===== config.mk =====
export PLATFORM = sky130hd
export DESIGN_NAME = alu_seq
export DESIGN_NICKNAME = d
export VERILOG_FILES = /design/src/rtl/alu_seq_pkg.sv /design/src/rtl/alu_seq_bcd_adjust.sv /design/src/rtl/alu_seq.sv
export SDC_FILE = /design/constraint.sdc
export NUM_CORES = 1
export LEC_CHECK = 0
export ABC_AREA = 0
export ABC_CLOCK_PERIOD_IN_PS = 6420
export CAP_MARGIN = 20
export CELL_PAD_IN_SITES_DETAIL_PLACEMENT = 1
export CELL_PAD_IN_SITES_GLOBAL_PLACEMENT = 1
export CORE_MARGIN = 2
export CORE_UTILIZATION = 35
export CTS_CLUSTER_DIAMETER = 60
export DETAILED_ROUTE_END_ITERATION = 10
export MAX_ROUTING_LAYER = met4
export PLACE_DENSITY = 0.93
export SLEW_MARGIN = 40
export SYNTH_ARGS = -nofsm -noshare
export SYNTH_HDL_FRONTEND = slang
export SYNTH_SLANG_ARGS = --single-unit
export TNS_END_PERCENT = 1

===== constraint.sdc =====
create_clock -name i_clk -period 6.42 [get_ports i_clk]
set_clock_uncertainty 0.05 [all_clocks]
set_input_delay 1.605 -clock i_clk [delete_from_list [all_inputs] [get_ports i_clk]]
set_output_delay 1.605 -clock i_clk [all_outputs]
set_load 0.05 [all_outputs]

===== src/rtl/alu_seq_pkg.sv =====
// alu_seq_pkg: shared types, constants and helpers for the sequenced ALU.
// Holds the FSM state type, nibble/BCD constants, the nibble-count helper
// (NIBBLES = WIDTH/4 evaluated per instance) and small flag helpers.
package alu_seq_pkg;

  typedef enum logic [0:0] {
    ST_IDLE = 1'b0,
    ST_ADJ  = 1'b1
  } state_t;

  localparam int unsigned NIBBLE_W = 4;
  localparam logic [3:0]  BCD_NINE = 4'd9;
  localparam logic [3:0]  BCD_SIX  = 4'd6;

  // Number of BCD digits in a WIDTH-bit datapath.
  function automatic int unsigned nibbles(input int unsigned width);
    return width / NIBBLE_W;
  endfunction

  // Signed overflow of an addition from the operand and result sign bits.
  function automatic logic add_overflow(input logic a_msb, input logic b_msb,
                                        input logic r_msb);
    return (a_msb == b_msb) && (r_msb != a_msb);
  endfunction

  // Carry out of bit 3 for the low nibbles plus carry-in.
  function automatic logic nibble_carry(input logic [3:0] a, input logic [3:0] b,
                                        input logic cin);
    logic [4:0] t;
    t = 5'(a) + 5'(b) + 5'(cin);
    return t[4];
  endfunction

endpackage


===== src/rtl/alu_seq_bcd_adjust.sv =====
// alu_seq_bcd_adjust: combinational decimal add/subtract nibble walk.
// Ports:
//   i_a, i_b     WIDTH  captured operands (B already inverted for subtract)
//   i_cin        1      carry into nibble 0
//   i_sub        1      0 = decimal add adjust, 1 = decimal subtract adjust
//   o_result_c   WIDTH  BCD-adjusted result
//   o_acr_c      1      carry out of the top digit
//   o_hc_c       1      carry out of digit 0
module alu_seq_bcd_adjust
  import alu_seq_pkg::*;
#(
  parameter int unsigned WIDTH = 8
) (
  input  logic [WIDTH-1:0] i_a,
  input  logic [WIDTH-1:0] i_b,
  input  logic             i_cin,
  input  logic             i_sub,
  output logic [WIDTH-1:0] o_result_c,
  output logic             o_acr_c,
  output logic             o_hc_c
);

  localparam int unsigned NIBBLES = nibbles(WIDTH);

  logic [4:0] w_s;
  logic [3:0] w_digit;
  logic       w_c;

  // Ripple the decimal carry from digit 0 upward.
  always_comb begin
    w_s        = '0;
    w_digit    = '0;
    w_c        = i_cin;
    o_result_c = '0;
    o_hc_c     = 1'b0;
    for (int k = 0; k < int'(NIBBLES); k++) begin
      w_s = 5'(i_a[k*4 +: 4]) + 5'(i_b[k*4 +: 4]) + 5'(w_c);
      if (!i_sub) begin
        if (w_s > 5'(BCD_NINE)) begin
          w_digit = 4'(w_s + 5'(BCD_SIX));
          w_c     = 1'b1;
        end else begin
          w_digit = w_s[3:0];
          w_c     = 1'b0;
        end
      end else begin
        // No binary carry out of the digit means a borrow: correct by -6.
        if (w_s < 5'd16) begin
          w_digit = 4'(w_s - 5'(BCD_SIX));
          w_c     = 1'b0;
        end else begin
          w_digit = w_s[3:0];
          w_c     = 1'b1;
        end
      end
      o_result_c[k*4 +: 4] = w_digit;
      if (k == 0) o_hc_c = w_c;
    end
    o_acr_c = w_c;
  end

endmodule


===== src/rtl/alu_seq.sv =====
// alu_seq: sequenced, parametrised datapath ALU with registered result/flags.
// Optional feature macro: ALU_SEQ_DECIMAL_EN (decimal adjust second pass).
// Ports:
//   i_clk, i_reset            clock, synchronous active-high reset
//   i_start                   capture operands/selects (ignored while busy)
//   o_busy, o_valid           decimal pass in progress / result updated pulse
//   i_db, i_adl, i_sb         WIDTH-bit source buses
//   i_db_add, i_db_n_add, i_adl_add   B select (priority in that order)
//   i_0_add, i_sb_add         A select (priority in that order)
//   i_1_addc                  carry in
//   i_sums..i_srs             operation selects (priority sums>ands>eors>ors>srs)
//   i_daa, i_dsa              decimal add/subtract adjust (with i_sums)
//   o_add                     adder hold register
//   o_acr, o_avr, o_hc        carry, overflow, half-carry flags
module alu_seq
  import alu_seq_pkg::*;
#(
  parameter int unsigned WIDTH = 8
) (
  input  logic             i_clk,
  input  logic             i_reset,
  input  logic             i_start,
  output logic             o_busy,
  output logic             o_valid,
  input  logic [WIDTH-1:0] i_db,
  input  logic             i_db_add,
  input  logic             i_db_n_add,
  input  logic             i_adl_add,
  input  logic [WIDTH-1:0] i_adl,
  input  logic             i_0_add,
  input  logic             i_sb_add,
  input  logic [WIDTH-1:0] i_sb,
  input  logic             i_1_addc,
  input  logic             i_sums,
  input  logic             i_ands,
  input  logic             i_eors,
  input  logic             i_ors,
  input  logic             i_srs,
  input  logic             i_daa,
  input  logic             i_dsa,
  output logic [WIDTH-1:0] o_add,
  output logic             o_acr,
  output logic             o_avr,
  output logic             o_hc
);

  localparam int unsigned SUM_W = WIDTH + 1;
  localparam int unsigned MSB   = WIDTH - 1;

  state_t           r_state;
  logic [WIDTH-1:0] r_add;
  logic             r_acr;
  logic             r_avr;
  logic             r_hc;
  logic             r_valid;

  logic [WIDTH-1:0] w_a;
  logic [WIDTH-1:0] w_b;
  logic [SUM_W-1:0] w_sum;
  logic             w_sum_avr;
  logic [WIDTH-1:0] w_res;
  logic             w_acr;
  logic             w_avr;
  logic             w_hc;
  logic             w_dec_req;

  // Source muxes; an unselected bus reads as all-ones (precharged).
  always_comb begin
    w_a = '1;
    if (i_0_add)       w_a = '0;
    else if (i_sb_add) w_a = i_sb;
    w_b = '1;
    if (i_db_add)        w_b = i_db;
    else if (i_db_n_add) w_b = ~i_db;
    else if (i_adl_add)  w_b = i_adl;
  end

  assign w_sum     = SUM_W'(w_a) + SUM_W'(w_b) + SUM_W'(i_1_addc);
  assign w_sum_avr = add_overflow(w_a[MSB], w_b[MSB], w_sum[MSB]);

  // Binary/logic result and flags with operation priority.
  always_comb begin
    w_res = '0;
    w_acr = 1'b0;
    w_avr = 1'b0;
    w_hc  = 1'b0;
    if (i_sums) begin
      w_res = w_sum[WIDTH-1:0];
      w_acr = w_sum[WIDTH];
      w_avr = w_sum_avr;
      w_hc  = nibble_carry(w_a[3:0], w_b[3:0], i_1_addc);
    end else if (i_ands) begin
      w_res = w_a & w_b;
    end else if (i_eors) begin
      w_res = w_a ^ w_b;
    end else if (i_ors) begin
      w_res = w_a | w_b;
    end else if (i_srs) begin
      w_res = {1'b0, w_a[WIDTH-1:1]};
      w_acr = w_a[0];
    end
  end

`ifdef ALU_SEQ_DECIMAL_EN
  logic [WIDTH-1:0] r_cap_a;
  logic [WIDTH-1:0] r_cap_b;
  logic             r_cap_cin;
  logic             r_cap_sub;
  logic             r_cap_avr;
  logic             r_busy;
  logic [WIDTH-1:0] w_bcd_res;
  logic             w_bcd_acr;
  logic             w_bcd_hc;

  assign w_dec_req = i_sums & (i_daa | i_dsa);

  alu_seq_bcd_adjust #(
    .WIDTH (WIDTH)
  ) u_bcd_adjust (
    .i_a        (r_cap_a),
    .i_b        (r_cap_b),
    .i_cin      (r_cap_cin),
    .i_sub      (r_cap_sub),
    .o_result_c (w_bcd_res),
    .o_acr_c    (w_bcd_acr),
    .o_hc_c     (w_bcd_hc)
  );

  assign o_busy = r_busy;

  // Capture registers for the decimal pass; overflow is the binary-sum one.
  always_ff @(posedge i_clk) begin
    if (i_reset) begin
      r_cap_a   <= '0;
      r_cap_b   <= '0;
      r_cap_cin <= 1'b0;
      r_cap_sub <= 1'b0;
      r_cap_avr <= 1'b0;
    end else if (r_state == ST_IDLE && i_start && w_dec_req) begin
      r_cap_a   <= w_a;
      r_cap_b   <= w_b;
      r_cap_cin <= i_1_addc;
      r_cap_sub <= ~i_daa;
      r_cap_avr <= w_sum_avr;
    end
  end
`else
  logic w_unused_dec;
  assign w_unused_dec = i_daa ^ i_dsa;
  assign w_dec_req    = 1'b0;
  assign o_busy       = 1'b0;
`endif

  // Control FSM with registered result, flags and handshake.
  always_ff @(posedge i_clk) begin
    if (i_reset) begin
      r_state <= ST_IDLE;
      r_add   <= '0;
      r_acr   <= 1'b0;
      r_avr   <= 1'b0;
      r_hc    <= 1'b0;
      r_valid <= 1'b0;
`ifdef ALU_SEQ_DECIMAL_EN
      r_busy  <= 1'b0;
`endif
    end else begin
      r_valid <= 1'b0;
      case (r_state)
        ST_IDLE: begin
          if (i_start) begin
            if (w_dec_req) begin
              r_state <= ST_ADJ;
`ifdef ALU_SEQ_DECIMAL_EN
              r_busy  <= 1'b1;
`endif
            end else begin
              r_add   <= w_res;
              r_acr   <= w_acr;
              r_avr   <= w_avr;
              r_hc    <= w_hc;
              r_valid <= 1'b1;
            end
          end
        end
        ST_ADJ: begin
          r_state <= ST_IDLE;
`ifdef ALU_SEQ_DECIMAL_EN
          r_busy  <= 1'b0;
          r_add   <= w_bcd_res;
          r_acr   <= w_bcd_acr;
          r_avr   <= r_cap_avr;
          r_hc    <= w_bcd_hc;
          r_valid <= 1'b1;
`endif
        end
        default: r_state <= ST_IDLE;
      endcase
    end
  end

  assign o_add   = r_add;
  assign o_acr   = r_acr;
  assign o_avr   = r_avr;
  assign o_hc    = r_hc;
  assign o_valid = r_valid;

endmodule

# Word-level counts from Yosys, hierarchy flattened
# Index checks and enable logic that the tools add are counted.
# Widths: inputs -> output; s select.
[word_totals]
regBits = 12
output_inout_bits = 13
wordCells = 34
[op_classes]
add_sub_neg = 4
n_eq_ne = 2
n_mux = 18
bitwise = 4
reduce_logical = 1
[ops]
columns = ["cell", "count"]
rows = [
  ["$mux 8", 9],
  ["$add 8x8->9", 1],
  ["$add 9x1->9", 1],
  ["$and 8x8->8", 1],
  ["$mux 1", 8],
  ["$not 8->8", 1],
  ["$or 8x8->8", 1],
  ["$xor 8x8->8", 1],
  ["$mux 7", 1],
  ["$add 4x4->5", 1],
  ["$add 5x1->5", 1],
  ["$eq 1x1->1", 1],
  ["$logic_and 1x1->1", 1],
  ["$ne 1x1->1", 1],
]

# Longest topological paths before layout
[depth]
ltp_word = 8
ltp_mapped = 11
mapped_depth_nobuf = 10

# Worst setup path before layout
# No wires, ideal clock.
[synth_timing]
kind = "input port to flip-flop"
start = "in i_db_n_add"
end = "reg r_add[4] (netlist: o_add[4])"
setup_ps = 120
arrival_ps = 3926
slack_ps = 2324
cell_stages = 11
n_path_buf = 1
path_cell_list = "clkbuf_1 -> nand2b_1 -> o21ai_0 -> o21ai_0 -> fa_1 -> inv_1 -> fa_1 -> nand3b_1 -> and3_1 -> o21a_1 -> o31a_1"
[synth_via]
elab_chain_len = 7
[synth_lines]
columns = ["item", "line_no", "rtl"]
rows = [
  ["from (decl)", "alu_seq.sv:27", "input logic i_db_n_add,"],
  ["$mux 8 *", "alu_seq.sv:74", "else if (i_db_n_add) w_b = ~i_db;"],
  ["$mux 8 *", "alu_seq.sv:73", "if (i_db_add) w_b = i_db;"],
  ["parallel branches: the longest is 4 deep, another holds $add 8x8->9", "n/a", ""],
  ["$mux 8 *", "alu_seq.sv:87", "if (i_sums) begin"],
  ["to (signal assigned)", "alu_seq.sv:177", "r_add <= w_res;"],
  ["to (decl)", "alu_seq.sv:51", "logic [WIDTH-1:0] r_add;"],
]
# Mark *: on every way between the ends.
# A chain may end at the register's enable or synchronous reset.

# Worst setup path in the final report
# Same ends and word-level chain as after synthesis.

==> flow_summary.json <==
{
  "status": "completed",
  "netlist-cell-type-count": 50,
  "synth_top_family_by_area": "compound AO/OA/AOI/OAI gates",
  "ys_warn_count": 0,
  "cts_resized": 0,
  "layoutNonFillerInstCount": 327,
  "synth_fa_ha_area_share_pct": 15.6,
  "place_congestion": 0.858,
  "synth_compound_area_share_pct": 34.9,
  "syn-num-nets": 297,
  "grt_pass1_wl_um": 8230,
  "netSwitchingFraction_pct": 38.7,
  "start_kind": "input pin",
  "cts_setup_buffers": 0,
  "combPwrFrac_pct": 50.1,
  "drtPass1Iterations": 4,
  "drv_cap": 0,
  "core_um2": 4410,
  "clockBufferDepth": 2,
  "h-tree-depth": 1,
  "end_kind": "flip-flop",
  "wl_um": 4770,
  "power_frac_seq_pct": 25.0,
  "drive_gt1_share_pct": 2.91,
  "synth_mux_area_share_pct": 0,
  "cts_hold_buf": 0,
  "switchingPower_mw": 0.130,
  "ys_seq_elements": 12,
  "vias": 1805,
  "syn_avg_cell_area_um2": 6.83,
  "setup_viol": 0,
  "clkLatencyLatePin_ps": 240,
  "port_buffers": 49,
  "place_hpwl_um": 3970,
  "layout.nets": 335,
  "post-synth-top-count-cell": "inv_1",
  "rsz0062_at_grt": "false",
  "grt_max_degree": 23,
  "drv_slew": 0,
  "syn_inst": 238,
  "placed_cells": 323,
  "ir_drop_v": 0.0000493,
  "period_share_pct": 72.6,
  "finalCriticalPeriod_ps": 4660,
  "clkPwrFrac_pct": 24.9,
  "netlist_area_um2": 1630,
  "initial_core_util_pct": 36.8,
  "cts_buffers": 3,
  "hold_viol": 0,
  "grt_pass1_vias": 1778,
  "p_int_mw": 0.206,
  "area_growth_pct": 33.6,
  "synth-simple-area-share_pct": 22.8,
  "cts_root_buffer": "clkbuf_8",
  "yosys.area.top_type_share_pct": 14.8,
  "setup_tns_ps": 0,
  "io_pins": 53,
  "synth_xor_area_share_pct": 0.539,
  "die-area_um2": 5200,
  "cellPowerDensity_nw_per_um2": 155,
  "cts_sinks": 12,
  "synthArstFlopShare_pct": 0,
  "hold_slack_ps": 430,
  "path_max_fanout": 10,
  "synth_commonest_cells": "inv_1, nand2_1, o21ai_0",
  "synth_area_leaders": "dfxtp_1, ha_1, inv_1, nand2_1, o21ai_0",
  "die_h_um": 72.1,
  "synth-edff-count": 0,
  "grt-ovfl-total": 0,
  "worst_pin_slew_ps": 797,
  "finalPower_mw": 0.337,
  "diodes": 0,
  "path_class": "input pin to flip-flop",
  "clkSlewWorstSetupHoldPaths_ps": 50,
  "antenna_left": 0,
  "cts_tree": "yes",
  "max_freq_ghz": 0.215,
  "yosys.area.top_type": "dfxtp_1",
  "routedWlPerCell_um": 14.6,
  "power.static_leakage_nw": 0.940,
  "critPathRequiredTime_ps": 6500,
  "slew_headroom_pct": 46.7,
  "first_iter_violations": 87,
  "die_w_um": 72.1,
  "arrival_ps": 4750,
  "std_cell_rows": 24,
  "antenna_found_initial": 0,
  "vias_per_cell": 5.52,
  "drc": 0,
  "track_usage_pct": 20.3,
  "seq_area_frac_synth_pct": 14.8,
  "final_core_utilization_pct": 49.2,
  "holdCritPathClass": "flip-flop to flip-flop",
  "synth-main-ff-cell": "dfxtp_1"
}
## layer usage
layer	track usage, %	share of wire (%)	vias to the layer above
met5	-	0	-
met4	7.34	1.4	0
met3	1.11	4.8	5
met2	33.9	47	58
met1	25.8	47	829
li1	-	-	913
## worst paths after layout
path	start	to	slack, ps	cells after the start
worst max-delay path	i_db_n_add	o_add[4]	1760	11
worst min-delay path	o_acr	o_acr	430	2
worst max register to register	o_add[5]	o_add[5]	5190	3
worst min register to register	o_acr	o_acr	430	2
## cells in the final DEF (no fill, tap or decap), drive strengths merged, types with 3 or more instances in the layout
cell type	instances
a211oi	4
a21o	7
a21oi	17
a311oi	4
clkbuf	4
clkdlybuf4s50	49
dfxtp	12
ha	17
inv	31
nand2	28
nand2b	9
nor2	11
nor2b	4
nor3	3
o211ai	3
o21ai	23
o31a	4
o31ai	4
## cells by family (layout without fill, tap and decap cells)
| group | after synthesis | after routing |
|---|---|---|
| xor+xnor | 1 | 1 |
| other cells | 1 | 1 |
| buf+inv | 47 | 84 |
| simple gates | 74 | 74 |
| fa+ha+maj | 19 | 19 |
| flops | 12 | 12 |
| compound gates | 84 | 84 |
## per-stage QoR
stage	worst slack, ps	instance area, um^2
2_1_floorplan	2320	1630
3_3_place_gp	1590	2120
3_5_place_dp	1530	2120
4_1_cts	1770	2170
5_1_grt	1600	2170
6_report	1760	2170
## area by class of cell
| class | instances | area (um^2) |
|---|---|---|
| clock buffer | 4 | 55.1 |
| inverter | 31 | 116 |
| tap | 52 | 65.1 |
| timing repair buffer | 49 | 490 |
| sequential | 12 | 240 |
| multi-input combinational | 179 | 1200 |
| fill | 572 | 2240 |
## state kept, by name (all words and copies together) (netlist names)
name and count:
o_add 8, o_acr 1, o_avr 1, o_hc 1, o_valid 1
## power by group through the flow
stage | clock network, mW | logic (mW) | registers [mW]
after floorplan | 0 | 0.0868 | 0.107
after global placement | 0 | 0.161 | 0.0853
after detailed placement | 0 | 0.168 | 0.0856
after CTS | 0.0860 | 0.169 | 0.0841
after global routing | 0.0877 | 0.187 | 0.0848
final | 0.0838 | 0.169 | 0.0841
## worst max-delay path, cell delays in order
cell             delay [ps]
clkdlybuf4s50_1         660
nand2b_1                260
o21ai_0                 100
o21ai_0                 420
fa_1                    300
inv_1                    60
fa_1                    390
nand3b_1                260
and3_1                  230
o21a_1                  180
o31a_1                  270
Power figures use the tool's default switching activity.
==> RTL change 1: new RTL, config.mk and constraints unchanged <==
The option `ALU_SEQ_DECIMAL_EN` is turned on by a define.
--- a/src/rtl/alu_seq.sv
+++ b/src/rtl/alu_seq.sv
@@ -12,6 +12,8 @@
 //   i_daa, i_dsa              decimal add/subtract adjust (with i_sums)
 //   o_add                     adder hold register
 //   o_acr, o_avr, o_hc        carry, overflow, half-carry flags
+`define ALU_SEQ_DECIMAL_EN
+
 module alu_seq
   import alu_seq_pkg::*;
 #(
Formal check against the unedited RTL: not equivalent (Yosys sat finds a counterexample within 4 cycles, from zero or initial values and one cycle with i_reset high).
==> RTL change 1 against the unedited design <==
Non-clock buffer count rose by 6. Utilization shrank 5.5 points. Worst setup slack got worse by 0.32 ns. Hold slack got worse by 0.0076 ns. First-iteration DRC count increased by 110%. Clock power grew to 2.5 times the old value. Wire length is 120% higher. Design area grew 76%. Synthesized area increased by 95%. Sequential cell count increased by 21. Power is 120% higher. Final cell count increased by 69%. Critical path type is now reg -> reg.
==> RTL change 1: results <==
outcome:
  status: "finished, final reports clean"
layout:
  drive_gt1_share_pct: 7.43
  finalNetCount: 516
  n_fill_cell: 1062
placed_design:
  dp_hpwl_um: 8040
  portBuffers: 52
grt:
  grt_pass1_wl_um: 16800
  grt_max_degree: 34
  grt.total_usage_pct: 22.0
worst_setup_path:
  crit_path_max_fanout: 6
  arrival_ns: 5.16
  cp_slowest_stage_delay_ns: 0.62
  critical-path-top-delay-family: "adder cells"
timing:
  tightest_slew_ns: 0.774
clock_network:
  clock_latency_ns: 0.30
  post_cts_buffers: 0
  numCtsBuffers: 5
  cts_htree_levels: 2
routing:
  vias: 3207
  wl_met2_um: 5130
  finalWirelength_um: 10400
  drt_iter0_drc: 179
  routed-wl-met3_um: 636
  drt-met1-wl_um: 4410
synthesis:
  synthTopCellsByArea: "dfxtp_1, ha_1, a21oi_1"
  synthDistinctLibCells: 70
  synth-seq-area-share_pct: 20.8
  syn_nets: 478
hold_path:
  hold_class: "reg -> reg"
power:
  irDropWorstVdd_v: 0.0000741
  leakage_uw: 0.00159
==> RTL change 1: report_power, final <==
part	internal, uW	switching (uW)
sequential	218	12.9
clock	127	84.4
combinational	117	175
total	461	273
==> RTL change 1: path summary, 6_finish.rpt <==
kind,cells past startpoint,endpoint,slack (ns),startpoint
min reg2reg,2,r_cap_a[2],0.42,r_cap_a[2]
max,20,o_add[6],1.44,r_cap_a[0]
max reg2reg,20,o_add[6],1.44,r_cap_a[0]
min,2,r_cap_a[2],0.42,r_cap_a[2]
==> RTL change 1: area by class of cell <==
cell class / count / area, sq um / share of cell area (%)
tap: 108 / 135 / 3.53
clock inverter: 1 / 30.0 / 0.785
clock buffer: 7 / 86.3 / 2.26
multi-input combinational: 305 / 2210 / 57.8
timing repair buffer: 55 / 543 / 14.2
inverter: 43 / 161 / 4.22
sequential: 33 / 661 / 17.3
==> RTL change 1: through the flow <==
step	hold WS, ns	instance area [sq um]	instances	power (uW)	worst slack, ns
global route	0.447	3830	552	770	1.13
finish	0.422	3830	552	734	1.44
floorplan	0.386	3170	405	430	2.09
detailed placement	0.411	3710	544	522	1.26
global placement	0.406	3700	543	506	1.44
CTS	0.423	3830	552	731	1.50
==> RTL change 1: cell families (layout without fill, tap and decap cells) <==
logic type | after synthesis | after routing | synth area share (%)
simple gates | 124 | 124 | 19.3
buf+inv | 67 | 106 | 9.47
mux | 7 | 7 | 2.60
xor+xnor | 12 | 12 | 4.03
fa+ha+maj | 33 | 33 | 14.4
compound gates | 129 | 129 | 29.3
flops | 33 | 33 | 20.8
==> RTL change 1: metal layers <==
metal / up-vias / global-route usage, %
li1: 1518 / -
met2: 103 / 36.5
met1: 1572 / 27.4
met5: - / -
met3: 14 / 3.58
met4: 0 / 6.85
==> RTL change 2: new RTL, same flow settings <==
Made on the original files. Register the output `o_avr` once more, cleared by the reset; this adds one clock of latency there. The other outputs are not delayed to match.
--- a/src/rtl/alu_seq.sv
+++ b/src/rtl/alu_seq.sv
@@ -200,7 +200,13 @@
 
   assign o_add   = r_add;
   assign o_acr   = r_acr;
-  assign o_avr   = r_avr;
+  always_ff @(posedge i_clk) begin
+    if (i_reset) begin
+      o_avr <= '0;
+    end else begin
+      o_avr <= r_avr;
+    end
+  end
   assign o_hc    = r_hc;
   assign o_valid = r_valid;
 
Formal check against the unedited RTL: not equivalent (Yosys sat finds a counterexample within 4 cycles, from zero or initial values and one cycle with i_reset high).
==> RTL change 2 against the unedited design <==
Power is 0.51% higher. Sequential share of layout area is 0.92 points higher. Synthesized area is 1.8% higher. Sequential cell count is 1 higher. Design area hardly changed. Wire length is 13% lower. Worst setup slack better by 0.066 ns. Critical path type unchanged. Final cell count is 3.7% lower. Critical endpoint is now o_acr.
==> RTL change 2: results <==
outcome:
  status: "finished, final reports clean"
layout:
  n_fill_cell: 591
  multi_input_cells: 164
  drive_gt1_share_pct: 8.43
  clkCellAreaFrac_pct: 2.07
  regArea_sq_um: 260
synthesis:
  synth_adder_area_share_pct: 15.3
  synthDistinctLibCells: 55
  synth_xor_area_share_pct: 2.12
  syn_nets: 280
  synth-seq-cells: 13
  synth-seq-area-share_pct: 15.7
  synth_common_cells: "inv_1, nand2_1, o21ai_0"
timing:
  tightest_slew_ns: 0.685
  timing.hold.ws_ns: 0.413
  fmaxAchievable_mhz: 218
power:
  combinationalPower_uw: 176
  p_sw_share_pct: 38.5
  clkPwrFrac_pct: 21.5
  p_total_uw: 338
worst_setup_path:
  arrival_ns: 4.71
routing:
  wl_met2_um: 1990
  drt_iter0_drc: 41
  drt-met1-wl_um: 2010
  vias: 1617
placed_design:
  gp_routability_congestion: 0.846
  dp_hpwl_um: 3620
-- RTL change 2: how the worst max path moves through the flow --
| stage | end | cells after the start | startpoint |
|---|---|---|---|
| after floorplan | o_add[1] | 10 | i_db_n_add |
| after global placement | o_acr | 12 | i_db_n_add |
| after detailed placement | o_acr | 12 | i_db_n_add |
| after CTS | o_acr | 12 | i_db_n_add |
| after global routing | o_acr | 12 | i_db_n_add |
| final | o_acr | 12 | i_db_n_add |
-- RTL change 2: cells by family (layout without fill, tap and decap cells) --
| group | count (synthesis) | in the layout |
|---|---|---|
| xor+xnor | 4 | 4 |
| flops | 13 | 13 |
| compound gates | 69 | 69 |
| fa+ha+maj | 19 | 19 |
| buf+inv | 44 | 84 |
| mux | 3 | 3 |
| other cells | 1 | 1 |
| simple gates | 68 | 68 |
-- RTL change 2: metrics by stage --
step	cells	util, %
2_1_floorplan	221	-
3_3_place_gp	311	45.9
3_5_place_dp	311	45.9
4_1_cts	315	46.9
5_1_grt	315	46.9
6_report	315	46.9
